<file path="src/rtl/mmio_controller_pkg.sv">
// Shared MMIO types: store-port request layout, access widths, register map
// offsets and STATUS bit positions.
package mmio_controller_pkg;

    localparam int XLEN = 32;

    typedef enum logic [1:0] {
        WIDTH_BYTE = 2'd0,
        WIDTH_HALF = 2'd1,
        WIDTH_WORD = 2'd2
    } mem_width_t;

    typedef struct packed {
        logic [XLEN-1:0] addr;
        mem_width_t      width;
        logic [XLEN-1:0] value;
        logic            enable;
    } mem_write_control_t;

    localparam logic [XLEN-1:0] MMIO_UART_TX   = 32'h0000_0000;
    localparam logic [XLEN-1:0] MMIO_LED_BLUE  = 32'h0000_0004;
    localparam logic [XLEN-1:0] MMIO_LED_GREEN = 32'h0000_0008;
    localparam logic [XLEN-1:0] MMIO_STATUS    = 32'h0000_000C;
    localparam logic [XLEN-1:0] MMIO_TX_COUNT  = 32'h0000_0010;

    localparam int STATUS_EMPTY_BIT = 0;
    localparam int STATUS_FULL_BIT  = 1;
    localparam int STATUS_LEVEL_LSB = 8;

    function automatic logic [XLEN-1:0] pack_status(input logic empty,
                                                    input logic full,
                                                    input logic [7:0] level);
        logic [XLEN-1:0] word;
        word = {XLEN{1'b0}};
        word[STATUS_EMPTY_BIT] = empty;
        word[STATUS_FULL_BIT]  = full;
        word[STATUS_LEVEL_LSB +: 8] = level;
        return word;
    endfunction

endpackage

</file>
<file path="src/rtl/mmio_controller_byte_fifo.sv">
// Single-clock byte FIFO with occupancy counter; head holds the last popped
// byte while empty so the transmitter data lines stay stable.
module byte_fifo #(
    parameter int DEPTH = 8
) (
    input  logic                     core_clock,
    input  logic                     reset,
    input  logic                     push,
    input  logic [7:0]               push_data,
    input  logic                     pop,
    output logic [7:0]               head,
    output logic                     empty,
    output logic                     full,
    output logic [$clog2(DEPTH):0]   level
);

    localparam int AW = $clog2(DEPTH);

    logic [7:0]    mem_r [DEPTH];
    logic [AW-1:0] wr_ptr_r;
    logic [AW-1:0] rd_ptr_r;
    logic [AW:0]   level_r;
    logic [7:0]    last_head_r;
    logic          do_push_s;
    logic          do_pop_s;

    assign empty     = (level_r == {(AW+1){1'b0}});
    assign full      = (level_r == (AW+1)'(DEPTH));
    assign level     = level_r;
    assign do_push_s = push && !full;
    assign do_pop_s  = pop && !empty;

    // Storage array; contents are only meaningful between rd and wr pointers.
    always_ff @(posedge core_clock) begin
        if (do_push_s) begin
            mem_r[wr_ptr_r] <= push_data;
        end
    end

    // Pointers, occupancy and the held head value.
    always_ff @(posedge core_clock) begin
        if (reset) begin
            wr_ptr_r    <= {AW{1'b0}};
            rd_ptr_r    <= {AW{1'b0}};
            level_r     <= {(AW+1){1'b0}};
            last_head_r <= 8'h00;
        end else begin
            if (do_push_s) begin
                wr_ptr_r <= wr_ptr_r + AW'(1);
            end
            if (do_pop_s) begin
                rd_ptr_r    <= rd_ptr_r + AW'(1);
                last_head_r <= mem_r[rd_ptr_r];
            end
            case ({do_push_s, do_pop_s})
                2'b10:   level_r <= level_r + (AW+1)'(1);
                2'b01:   level_r <= level_r - (AW+1)'(1);
                default: level_r <= level_r;
            endcase
        end
    end

    // Head mux: live entry when data is queued, otherwise the last byte sent.
    always_comb begin
        if (empty) begin
            head = last_head_r;
        end else begin
            head = mem_r[rd_ptr_r];
        end
    end

endmodule

</file>
<file path="src/rtl/mmio_controller.sv">
// MMIO decode for UART TX FIFO, LEDs, STATUS and TX_COUNT; single-cycle
// completion except a byte store into a full FIFO, which stalls the hart.
module mmio_controller
    import mmio_controller_pkg::*;
#(
    parameter int              FIFO_DEPTH = 8,
    parameter logic [XLEN-1:0] BASE_ADDR  = 32'h0003_0000
) (
    input  logic               core_clock,
    input  logic               reset,
    input  mem_write_control_t mmio_control,
    output logic               mmio_write_complete,
    output logic [XLEN-1:0]    mmio_r_data,
    output logic [7:0]         serial_tx_data,
    output logic               serial_tx_data_available,
    input  logic               serial_tx_ready,
    output logic               led_blue_control,
    output logic               led_green_control
);

    localparam int LW = $clog2(FIFO_DEPTH) + 1;

    logic [XLEN-1:0] offset_s;
    logic            uart_byte_s;
    logic            push_s;
    logic            pop_s;
    logic            fifo_empty_s;
    logic            fifo_full_s;
    logic [LW-1:0]   fifo_level_s;
    logic            led_blue_r;
    logic            led_green_r;
    logic [31:0]     tx_count_r;

    assign offset_s    = mmio_control.addr - BASE_ADDR;
    assign uart_byte_s = (offset_s == MMIO_UART_TX) && (mmio_control.width == WIDTH_BYTE);
    assign push_s      = mmio_control.enable && uart_byte_s && !fifo_full_s;
    assign pop_s       = serial_tx_ready && !fifo_empty_s;

    byte_fifo #(
        .DEPTH (FIFO_DEPTH)
    ) u_tx_fifo (
        .core_clock (core_clock),
        .reset      (reset),
        .push       (push_s),
        .push_data  (mmio_control.value[7:0]),
        .pop        (pop_s),
        .head       (serial_tx_data),
        .empty      (fifo_empty_s),
        .full       (fifo_full_s),
        .level      (fifo_level_s)
    );

    assign serial_tx_data_available = !fifo_empty_s;
    assign led_blue_control         = led_blue_r;
    assign led_green_control        = led_green_r;

    // Completion: only a byte store into a full FIFO is held off.
    always_comb begin
        if (!mmio_control.enable) begin
            mmio_write_complete = 1'b0;
        end else if (uart_byte_s) begin
            mmio_write_complete = !fifo_full_s;
        end else begin
            mmio_write_complete = 1'b1;
        end
    end

    // LED registers and the transmitted-byte counter.
    always_ff @(posedge core_clock) begin
        if (reset) begin
            led_blue_r  <= 1'b0;
            led_green_r <= 1'b0;
            tx_count_r  <= 32'd0;
        end else begin
            if (mmio_control.enable && (offset_s == MMIO_LED_BLUE)) begin
                led_blue_r <= (mmio_control.value != 32'd0);
            end
            if (mmio_control.enable && (offset_s == MMIO_LED_GREEN)) begin
                led_green_r <= (mmio_control.value != 32'd0);
            end
            if (pop_s) begin
                tx_count_r <= tx_count_r + 32'd1;
            end
        end
    end

    // Read mux, independent of enable.
    always_comb begin
        case (offset_s)
            MMIO_LED_BLUE:  mmio_r_data = {31'd0, led_blue_r};
            MMIO_LED_GREEN: mmio_r_data = {31'd0, led_green_r};
            MMIO_STATUS:    mmio_r_data = pack_status(fifo_empty_s, fifo_full_s, 8'(fifo_level_s));
            MMIO_TX_COUNT:  mmio_r_data = tx_count_r;
            default:        mmio_r_data = 32'd0;
        endcase
    end

endmodule
</file>
<file path="config.mk">
export PLATFORM = sky130hd
export DESIGN_NAME = mmio_controller
export DESIGN_NICKNAME = d
export VERILOG_FILES = /design/src/rtl/mmio_controller_pkg.sv /design/src/rtl/mmio_controller_byte_fifo.sv /design/src/rtl/mmio_controller.sv
export SDC_FILE = /design/constraint.sdc
export NUM_CORES = 1
export LEC_CHECK = 0
export BUFFER_PORTS_ARGS = -buffer_cell sky130_fd_sc_hd__buf_2
export CELL_PAD_IN_SITES_DETAIL_PLACEMENT = 1
export CELL_PAD_IN_SITES_GLOBAL_PLACEMENT = 1
export CORE_ASPECT_RATIO = 1.75
export CORE_MARGIN = 4
export CORE_UTILIZATION = 46
export DETAILED_ROUTE_END_ITERATION = 8
export PLACE_DENSITY = 0.93
export SETUP_SLACK_MARGIN = 0.15
export SYNTH_ARGS = -nofsm -noshare
export SYNTH_HDL_FRONTEND = slang
export SYNTH_SLANG_ARGS = --single-unit
</file>
<file path="constraint.sdc">
create_clock -name core_clock -period 8.4 [get_ports core_clock]
set_clock_uncertainty 0.15 [all_clocks]
set_input_delay 0.84 -clock core_clock [delete_from_list [all_inputs] [get_ports core_clock]]
set_output_delay 0.84 -clock core_clock [all_outputs]
set_load 0.01 [all_outputs]
</file>
==> reports/results.md <==
| Group | Result | Value |
|---|---|---|
| outcome | Outcome | finished clean |
| layout | Area overhead of the layout relative to synthesis | 21.5% |
| routing | Number of DRC violations after detailed routing | 0 |
| synthesis | Count of mapped cells out of synthesis | 488 |
| worst setup path | Worst EP required | 8.57 ns |
| routing | Uppermost layer routed | met4 |
| layout | # nets final | 670 |
| clock network | H-tree depth reported by CTS | 4 |
| place | Total of buffers placed on input and output ports | 113 |
| synthesis | Async S/R FF share, synth | 0% |
| worst setup path | List of cells traversed by the critical path | buf_2 -> nor4b_1 -> nand4_1 -> nor4_2 -> inv_1 -> ha_1 -> xor2_1 -> ha_1 -> a21oi_1 -> xor2_1 -> or3_1 -> a21oi_1 |
| floorplan | Boundary pin count | 114 |
| clock network | Clock root cell | clkbuf_16 |
| clock network | Total clock sinks | 119 |
| floorplan | # rows | 52 |
| routing | Antenna violation net count after detailed routing | 0 |
| worst setup path | Startpoint kind of the worst setup timing path | input pin |
| synthesis | Synth Warn # | 0 |
| synthesis | Synth Cell Area | 5570 um2 |
| clock network | Maximum count of clock buffers along a single path | 2 |
| sta | Post-route clock period utilization | 48.6% |
| synthesis | Combinational family with the most area after synthesis | simple AND/OR/NAND/NOR gates |
| synthesis | Synth Area in XOR/XNOR | 2.20% |
| worst setup path | Slowest library cell on the worst path | nor4_2 |
| worst setup path | Sum of buffers and inverters on the critical path | 2 |
| clock network | Clock slew at reported path FFs | 0.05 ns |
| layout | Share of final-layout standard cells stronger than drive strength 1 | 29.0% |
| floorplan | Die span in x | 91.2 um |
| synthesis | Multiplexer fraction of the synthesized cell area | 9.84% |
| routing | Number of iterations in the first detailed-routing pass | 6 |
| synthesis | Number of enable flip-flop cells after synthesis | 64 |
| worst setup path | Endpoint kind of the worst setup timing path | flip-flop |
| clock network | TritonCTS clock tree | yes |
| sta | Number of hold violations in the final report | 0 |
| synthesis | Flop and latch count out of synthesis | 119 |
| global route | Via count of the first global-routing pass | 4,987 |
| worst setup path | Crit-path max cell delay | 0.81 ns |
| routing | Average via count per standard cell | 6.07 |
| synthesis | Number of nets in the synthesized netlist | 564 |
| clock network | Clk Latency, worst-skew pair | 0.41 ns |
| sta | Highest clock frequency the design can meet | 245 MHz |
| clock network | Clock buffer count from CTS | 17 |
| global route | First-pass GRT wire length | 25.8 mm |
| worst setup path | Crit. path cell count | 12 |
| floorplan | Area of the core | 11,700 um2 |
| worst setup path | Family of cells with the greatest summed delay on the critical path | simple AND/OR/NAND/NOR gates |
| place | Global placer's final weighted congestion | 0.850 |
| worst hold path | Path type of the worst min-delay path | reg -> reg |
| place | Detailed placer's ending HPWL | 11.5 mm |
| global route | Tot GR Track Use | 23.7% |
| floorplan | Initial standard-cell utilization of the core | 47.6% |
| worst setup path | Length in cells of the worst reg-to-reg path | 11 |
| synthesis | Mean cell area of the mapped netlist | 11.4 um2 |
| worst setup path | Startpoint-to-endpoint class of the critical path | in -> reg |
| synthesis | Compound-cell area share of the yosys netlist | 8.18% |
| sta | Worst-margin pin slew | 1.16 ns |
| synthesis | Fraction of the mapped netlist area in simple logic gates | 21.1% |
| routing | Wire length on met3 | 619 um |
| pwr | Pwr per Cell Area | 196 nW/um2 |
| worst setup path | Critical Path Fanout Max | 11 |
| place | Post-place setup slack | 3.93 ns |
| clock network | Post-CTS setup-driven buffer insertion count | 0 |
| clock network | Hold-fix buffers, CTS | 0 |
| clock network | # resized after CTS | 0 |
| sta | Min cycle time layout | 4.08 ns |
| floorplan | Die Span Y | 154 um |
| routing | Total routed wirelength | 16.0 mm |
| synthesis | Adder-Cell Fraction of Synth Area | 1.35% |
| routing | Wire length per cell after detailed routing | 21.5 um |
| global route | Antenna violations before repair | 1 |
| pwr | IR Drop Worst-Case VDD | 163 uV |
| sta | Accumulated negative setup slack | 0 ns |
| worst setup path | Critical path arrival | 4.25 ns |
| routing | DR iter-0 viols | 171 |
| routing | Met1 layer wirelength in the final routing | 5.57 mm |
| sta | Setup repair after global routing missed its margin | false |
| floorplan | Die area | 14,000 um2 |
| global route | Total congestion overflow | 0 |
| sta | Final Max Tran Viols | 0 |
| sta | Post-layout worst setup margin | 4.32 ns |
| synthesis | Count of different cell masters after synthesis | 46 |
| synthesis | Sequential element share of the synthesized area | 54.3% |
| flow run | Max-Cap Viols | 0 |
| routing | Met2 wirelength from detailed routing | 9.18 mm |
| worst hold path | Worst Hold Depth | 2 |
| routing | Vias | 4,513 |
| sta | Finish-stage setup viols | 0 |
| synthesis | Predominant post-synthesis flop cell | edfxtp_1 |
| sta | Headroom to the max-slew limit | 22.5% |
| pwr | Leakage component of the power | 2.45 nW |
| global route | Pin count of the biggest net entering global routing | 62 |
==> worst register-to-register path: stages, from the launching register on <==
cell     delay, ns
dfxtp_1       0.55
or4b_2        0.24
nand3_1       0.12
nor4_2        0.69
inv_1         0.16
ha_1          0.31
xor2_1        0.18
ha_1          0.21
a21oi_1       0.19
xor2_1        0.13
or3_1         0.33
a21oi_1       0.14
==> logic make-up (layout without fill, tap and decap cells) <==
family	Yosys count	count (layout)
adders and majority gates	6	6
DFF	119	119
other	0	1
xor gates and xnor gates	14	14
muxes	34	34
and+or+nand+nor	204	204
AOI/OAI and AO/OA	73	73
buffers and inverters	38	157
==> per-layer routing <==
metal	GRT usage [%]	up-vias
met3	4.01	47
met4	12.9	0
met1	23.8	2250
li1	-	2083
met2	45.5	133
met5	0	-
==> synth_stat cells, types with 7 or more instances <==
cell type / number / area share, %
and2_1: 24 / 2.7
clkbuf_1: 15 / 1.0
o31ai_1: 14 / 1.9
nor3_1: 8 / 0.72
mux4_2: 16 / 6.5
inv_1: 7 / 0.47
nor2_1: 40 / 2.7
nand4_1: 14 / 1.6
a211oi_1: 8 / 1.1
nand2_1: 24 / 1.6
mux2i_1: 12 / 2.2
a21oi_1: 33 / 3.0
xor2_1: 8 / 1.3
o21ai_0: 8 / 0.72
nand3_1: 13 / 1.2
nor4_1: 24 / 2.7
edfxtp_1: 64 / 35
dfxtp_1: 55 / 20
nor2b_1: 9 / 1.0
or4_1: 15 / 2.0
==> layout make-up <==
cell class | count | area (um2)
inverter | 8 | 30.0
tap | 135 | 169
clock inverter | 13 | 125
timing repair buffer | 117 | 596
multi-input combinational | 331 | 2390
fill | 1264 | 4950
antenna | 1 | 2.50
sequential | 119 | 3020
clock buffer | 19 | 433
==> final timing paths <==
check	end	startpoint	slack (ns)
min	tx_count_r[30]	tx_count_r[30]	0.35
max	u_tx_fifo.level[2]	mmio_control[65]	4.32
min reg2reg	tx_count_r[30]	tx_count_r[30]	0.35
max reg2reg	u_tx_fifo.level[2]	u_tx_fifo.level[1]	4.92
==> registers in the layout (all words and copies together), names as in the netlist, named ones only <==
| name | cells |
|---|---|
| u_tx_fifo.mem_r | 64 |
| u_tx_fifo.last_head_r | 8 |
| led_green_control | 1 |
| u_tx_fifo.wr_ptr_r | 3 |
| u_tx_fifo.rd_ptr_r | 3 |
| u_tx_fifo.level | 4 |
| tx_count_r | 32 |
| led_blue_control | 1 |
==> power breakdown <==
| group | leakage, nW | internal, mW | switching, mW |
|---|---|---|---|
| Combinational | 1.16 | 0.0143 | 0.0183 |
| Clock | 0.270 | 0.410 | 0.267 |
| Sequential | 1.02 | 0.612 | 0.0000000000116 |
| Total | 2.45 | 1.04 | 0.286 |
==> placed cells by master, fill, tap and decap left out, types with 9 or more instances in the layout <==
cell type / count
a21oi_1: 33
and2_1: 24
buf_2: 113
clkbuf_16: 17
dfxtp_1: 55
edfxtp_1: 64
mux2i_1: 12
mux4_2: 16
nand2_1: 24
nand3_1: 13
nand4_1: 14
nor2_1: 40
nor2b_1: 9
nor4_1: 24
o31ai_1: 14
or4_1: 15
==> metrics by stage <==
stage | cells | instance area (um2) | hold slack [ns] | power [mW] | util [%]
global route | 743 | 6760 | 0.353 | 1.37 | 57.8
CTS | 742 | 6760 | 0.349 | 1.34 | 57.7
floorplan | 488 | 5570 | 0.302 | 0.633 | -
finish | 743 | 6760 | 0.347 | 1.32 | 57.8
detailed placement | 710 | 6200 | 0.341 | 0.657 | 53.0
global placement | 710 | 6200 | 0.314 | 0.654 | 53.0
(Power assumes the default switching activity.)
